--- src/rtl/popcount_pkg.sv ---
// Shared types and constants for the popcount DMA engine.
// The FSM states and the per-word cycle budget live here so the engine and its users agree.
package popcount_pkg;

   localparam int WORD_W       = 32;
   localparam int MEM_WORDS    = 64;
   localparam int STEP_DEFAULT = 4;

   typedef enum logic [2:0] {
      IDLE,
      READ,
      COUNT,
      WRITE,
      DONE
   } state_t;

   function automatic int count_cycles(input int step);
      return WORD_W / step;
   endfunction

   // READ + COUNT cycles + WRITE for one word
   localparam int WORD_CYCLES = 2 + count_cycles(STEP_DEFAULT);

endpackage

--- src/rtl/popcount_step.sv ---
// Combinational population count of one STEP-bit slice.
module popcount_step #(
   parameter int STEP = 4,
   localparam int CNT_W = $clog2(STEP) + 1
) (
   input  logic [STEP-1:0]  bits,
   output logic [CNT_W-1:0] count
);

   always_comb begin
      count = '0;
      for (int k = 0; k < STEP; k++) begin
         count = count + CNT_W'(bits[k]);
      end
   end

endmodule

--- src/rtl/popcount_dma.sv ---
// Bus initiator: reads len words from src, writes each word's set-bit count to dst,
// and accumulates the total; shares the single-port dmem with the core while busy.
module popcount_dma
   import popcount_pkg::*;
#(
   parameter int STEP  = 4,
   parameter int LEN_W = 7,
   parameter int TOT_W = 12
) (
   input  logic              clk,
   input  logic              reset,
   input  logic              start,
   input  logic [31:0]       src_addr,
   input  logic [31:0]       dst_addr,
   input  logic [LEN_W-1:0]  len,
   output logic [31:0]       mem_a,
   output logic              mem_we,
   output logic [31:0]       mem_wd,
   input  logic [31:0]       mem_rd,
   output logic              busy,
   output logic              done,
   output logic [TOT_W-1:0]  total_bits
);

   localparam int CYC  = count_cycles(STEP);
   localparam int K_W  = (CYC > 1) ? $clog2(CYC) : 1;
   localparam int PC_W = $clog2(STEP) + 1;

   state_t             state_q, state_d;
   logic [31:0]        src_q, src_d;
   logic [31:0]        dst_q, dst_d;
   logic [LEN_W-1:0]   len_q, len_d;
   logic [LEN_W-1:0]   i_q, i_d;
   logic [WORD_W-1:0]  shift_q, shift_d;
   logic [5:0]         wc_q, wc_d;
   logic [K_W-1:0]     k_q, k_d;
   logic [TOT_W-1:0]   total_q, total_d;

   logic [PC_W-1:0]    slice_count;
   logic [31:0]        addr_off;
   logic [LEN_W:0]     i_next;

   popcount_step #(.STEP(STEP)) u_step (
      .bits  (shift_q[STEP-1:0]),
      .count (slice_count)
   );

   assign addr_off   = 32'({i_q, 2'b00});
   assign i_next     = {1'b0, i_q} + {{LEN_W{1'b0}}, 1'b1};
   assign total_bits = total_q;

   always_comb begin
      state_d = state_q;
      src_d   = src_q;
      dst_d   = dst_q;
      len_d   = len_q;
      i_d     = i_q;
      shift_d = shift_q;
      wc_d    = wc_q;
      k_d     = k_q;
      total_d = total_q;
      busy    = (state_q != IDLE);
      done    = 1'b0;
      mem_a   = 32'h0;
      mem_we  = 1'b0;
      mem_wd  = 32'h0;

      case (state_q)
         IDLE: begin
            if (start) begin
               src_d   = src_addr & 32'hFFFF_FFFC;
               dst_d   = dst_addr & 32'hFFFF_FFFC;
               len_d   = len;
               total_d = '0;
               i_d     = '0;
               state_d = (len != '0) ? READ : DONE;
            end
         end
         READ: begin
            mem_a   = src_q + addr_off;
            shift_d = mem_rd;
            wc_d    = '0;
            k_d     = '0;
            state_d = COUNT;
         end
         COUNT: begin
            wc_d    = wc_q + 6'(slice_count);
            shift_d = shift_q >> STEP;
            k_d     = k_q + 1'b1;
            if (k_q == K_W'(CYC - 1)) begin
               state_d = WRITE;
            end
         end
         WRITE: begin
            mem_we  = 1'b1;
            mem_a   = dst_q + addr_off;
            mem_wd  = 32'(wc_q);
            total_d = total_q + TOT_W'(wc_q);
            i_d     = i_next[LEN_W-1:0];
            state_d = (i_next < {1'b0, len_q}) ? READ : DONE;
         end
         DONE: begin
            done    = 1'b1;
            state_d = IDLE;
         end
         default: state_d = IDLE;
      endcase
   end

   always_ff @(posedge clk) begin
      if (reset) begin
         state_q <= IDLE;
         src_q   <= '0;
         dst_q   <= '0;
         len_q   <= '0;
         i_q     <= '0;
         shift_q <= '0;
         wc_q    <= '0;
         k_q     <= '0;
         total_q <= '0;
      end else begin
         state_q <= state_d;
         src_q   <= src_d;
         dst_q   <= dst_d;
         len_q   <= len_d;
         i_q     <= i_d;
         shift_q <= shift_d;
         wc_q    <= wc_d;
         k_q     <= k_d;
         total_q <= total_d;
      end
   end

endmodule

--- config.mk ---
export PLATFORM = sky130hd
export DESIGN_NAME = popcount_dma
export DESIGN_NICKNAME = d
export VERILOG_FILES = /design/src/rtl/popcount_pkg.sv /design/src/rtl/popcount_step.sv /design/src/rtl/popcount_dma.sv
export SDC_FILE = /design/constraint.sdc
export NUM_CORES = 1
export LEC_CHECK = 0
export CAP_MARGIN = 30
export CORE_MARGIN = 1
export CORE_UTILIZATION = 30
export CTS_CLUSTER_DIAMETER = 50
export DETAILED_ROUTE_END_ITERATION = 16
export GPL_ROUTABILITY_DRIVEN = 0
export SLEW_MARGIN = 20
export SYNTH_ARGS = -nofsm -noshare
export SYNTH_HDL_FRONTEND = slang
export SYNTH_HIERARCHICAL = 1
export SYNTH_SLANG_ARGS = --single-unit
export TNS_END_PERCENT = 10
--- constraint.sdc ---
create_clock -name clk -period 4.59 [get_ports clk]
set_clock_uncertainty 0.2 [all_clocks]
set_input_delay 0.6885 -clock clk [delete_from_list [all_inputs] [get_ports clk]]
set_output_delay 0.6885 -clock clk [all_outputs]
set_load 0.005 [all_outputs]
==> impl_metrics.csv <==
group,metric,value,unit
critical_path,crit_path_top_delay_cell,"clkdlybuf4s50_1",
power_and_ir_drop,p_leak,3.58,nW
critical_path,path_class,"flip-flop to output port",
critical_path,slowest_delay,0.58,ns
yosys,synth_compound_area_share,18.2,%
power_and_ir_drop,pwr-share-clk,43.8,%
sta,worst_pin_slew,0.861,ns
power_and_ir_drop,p_seq_share,40.1,%
power_and_ir_drop,swShare,29.1,%
drt,vias_per_cell,4.89,
critical_path,rrSetupSlack,1.71,ns
yosys,synth_simple_gate_area_share,23.3,%
global_routing,grt_pass1_vias,6583,
critical_path,regToRegStartpoint,"shift_q[0]",
yosys,synth-async-reset-ratio,0,%
finish,layout_common_cells,"nand2_1, clkdlybuf4s50_1, dfxtp_1, a21oi_1, nor2_1",
sta,max_freq,0.224,GHz
power_and_ir_drop,power_density,332,mW/mm^2
yosys,syn-mean-instance-area,7.64,sq um
floorplan,start_util,30.5,%
worst_hold_path,hold_class,"flip-flop to flip-flop",
clocking,root_buffer,"clkbuf_16",
critical_path,critical_path_arrival,3.57,ns
yosys,netlist_top_cells_area,"dfxtp_1, nand2_1, a21oi_1",
yosys,synth-edff-count,0,
flow_run,max_cap_viol_count,0,
finish,drive_above_1_share,7.04,%
global_routing,grt_overflow,0,
clocking,htreeDepth,4,
critical_path,r2r_cells,12,
floorplan,die_height,157,microns
yosys,syn-cell-area,0.00717,sq mm
critical_path,cp_top_family,"compound AO/OA/AOI/OAI gates",
drt,drt_iter0_drc,344,
yosys,ys_ff_latch,130,
global_routing,grt_max_degree,79,
global_routing,antenna_found_initial,0,
sta,setup_viol,0,
floorplan,dieArea,0.0245,sq mm
yosys,ys.flop_type,"dfxtp_1",
critical_path,cp-end-kind,"output port",
sta,rsz0062_at_grt,"false",
critical_path,timing.critical_path.from,"state_q[2]",
critical_path,worstSetupPathDepth,12,
sta,fin_setup_tns,0,ns
critical_path,critPathLaunchType,"flip-flop",
power_and_ir_drop,cell_internal_pwr,0.00224,W
critical_path,endpoint,"mem_a[17]",
drt,antenna_left,0,
floorplan,die_w,157,microns
floorplan,coreArea,0.0235,sq mm
drt,drcViolationCount,0,
global_routing,track_usage,17.1,%
drt,wl_per_cell,14.7,microns
clocking,postCtsHoldBufs,0,
drt,dr.pass1.iters,5,
clocking,numCtsBuffers,17,
sta,finalHoldViolations,0,
finish,layout_commonest_cell,"nand2_1",
floorplan,core.rowCount,56,
sta,period_needed,4.46,ns
critical_path,worst-path-buf-inv,2,
clocking,cts_tree,"yes",
floorplan,io_pins,185,
critical_path,critPathRequiredTime,3.70,ns
yosys,synth_top_area_share,36.3,%
placed_design,io_buffers,152,
yosys,synth.largest_area_cell,"dfxtp_1",
sta,period_share,97.1,%
critical_path,r2r-end,"wc_q[5]",
yosys,ys_seq_area_share,36.3,%
drt,postRouteWirelength,20.5,mm
sta,max_slew_margin,42.6,%
placed_design,place_hpwl,14.3,mm
yosys,synthAdderAreaFrac,6.18,%
yosys,ys_warn_count,6,
yosys,ys_types,55,
clocking,clk_latency,0.43,ns
critical_path,path_cells,"nand3b_4 > buf_12 > nand2_1 > nand2_1 > ha_1 > nand3_1 > a21o_1 > a311o_2 > nor2_4 > nand2_1 > a311oi_1 > clkdlybuf4s50_1",
clocking,clk_pin_slew,0.06,ns
yosys,synth-xor-area-share,4.40,%
placed_design,preCtsSetupSlack,0.156,ns
power_and_ir_drop,switchingPower,0.000923,W
finish,final_nets,1206,
drt,vias,6846,
sta,slew_violations,0,
power_and_ir_drop,irDropWorstVdd,0.211,mV
global_routing,grt_pass1_wl,32.9,mm
power_and_ir_drop,pwr-share-comb,16.1,%
status,status,"finished clean",
finish,diodes,0,
finish,area_growth_syn_to_layout,33.2,%
critical_path,critical_path.most_common_cell,"nand2_1",
yosys,synth_top_family_by_area,"simple AND/OR/NAND/NOR gates",
clocking,clock_path_buffers,2,
yosys,syn_inst,938,
yosys,synth.area.mux_share,4.29,%
sta,finalWorstSetupSlack,0.135,ns
critical_path,crit_fanout,10,
clocking,cts.sinks,130,
==> tightest hold or removal path: stages (launching register included) <==
cell and delay [ns]:
dfxtp_1 0.31, nand2_1 0.05, a21oi_1 0.05
==> area by class of cell <==
cell class	instances	area, sq um
multi-input combinational	727	4200
timing repair buffer	169	1660
clock inverter	15	171
tap	319	399
sequential	130	2610
clock buffer	17	425
fill	2401	13900
inverter	22	82.6
==> worst min path at each step <==
stage | startpoint | cells past startpoint | end
2_1_floorplan | len_q[0] | 2 | len_q[0]
3_3_place_gp | shift_q[0] | 2 | shift_q[0]
3_5_place_dp | shift_q[7] | 2 | shift_q[7]
4_1_cts | shift_q[7] | 2 | shift_q[7]
5_1_grt | shift_q[11] | 2 | shift_q[11]
6_report | shift_q[0] | 2 | shift_q[0]
==> sequential cells by signal (all words and copies together) (netlist names) <==
register    flops
k_q             3
wc_q            6
shift_q        32
state_q         3
len_q           7
i_q             7
src_q          30
dst_q          30
total_bits     12
==> kinds of logic after synthesis <==
family / after synthesis
and+or+nand+nor: 384
AOI/OAI and AO/OA: 215
DFF: 130
buffers and inverters: 109
xor gates and xnor gates: 36
adders and majority gates: 33
muxes: 30
other: 1
==> repair_timing <==
item	CTS	global route
pin swaps	1	1
gates resized for setup	5	5
gates cloned	1	0
setup buffers	1	3
setup endpoints to repair	17	13
==> Yosys cell counts, drive strengths merged, types with 6 or more instances <==
library cell  number
mux2i             24
inv               22
nand4              6
ha                29
buf               38
o21ai             11
xnor2             20
nand3             43
dfxtp            130
xor2              16
a21oi            124
nor2              60
a22oi             34
clkbuf            49
nor3              11
and2              11
nand2            225
a21o              13
mux2               6
==> through the flow <==
| step | power (W) | instances | hold WS, ns | utilization, % | instance area [sq um] |
|---|---|---|---|---|---|
| 2_1_floorplan | 0.00160 | 965 | 0.233 | - | 7270 |
| 3_3_place_gp | 0.00180 | 1362 | 0.242 | 37.7 | 8860 |
| 3_5_place_dp | 0.00180 | 1362 | 0.246 | 37.7 | 8860 |
| 4_1_cts | 0.00320 | 1396 | 0.256 | 40.5 | 9510 |
| 5_1_grt | 0.00332 | 1399 | 0.269 | 40.7 | 9550 |
| 6_report | 0.00317 | 1399 | 0.253 | 40.7 | 9550 |
==> power groups by stage <==
stage | Clock [W] | Sequential, W | Combinational [W]
final | 0.00139 | 0.00127 | 0.000511
after global routing | 0.00147 | 0.00128 | 0.000571
after CTS | 0.00142 | 0.00127 | 0.000518
after detailed placement | 0 | 0.00129 | 0.000513
after global placement | 0 | 0.00129 | 0.000508
after floorplan | 0 | 0.00127 | 0.000331
==> metal layers <==
metal | share of wire (%) | track usage, % | vias up
met5 | 0 | 0 | -
met2 | 46 | 28.4 | 233
met4 | 1.0 | 4.62 | 0
li1 | - | - | 3412
met1 | 45 | 21.2 | 3184
met3 | 8.4 | 5.26 | 17
No activity file was read; power rests on OpenSTA's default activity.
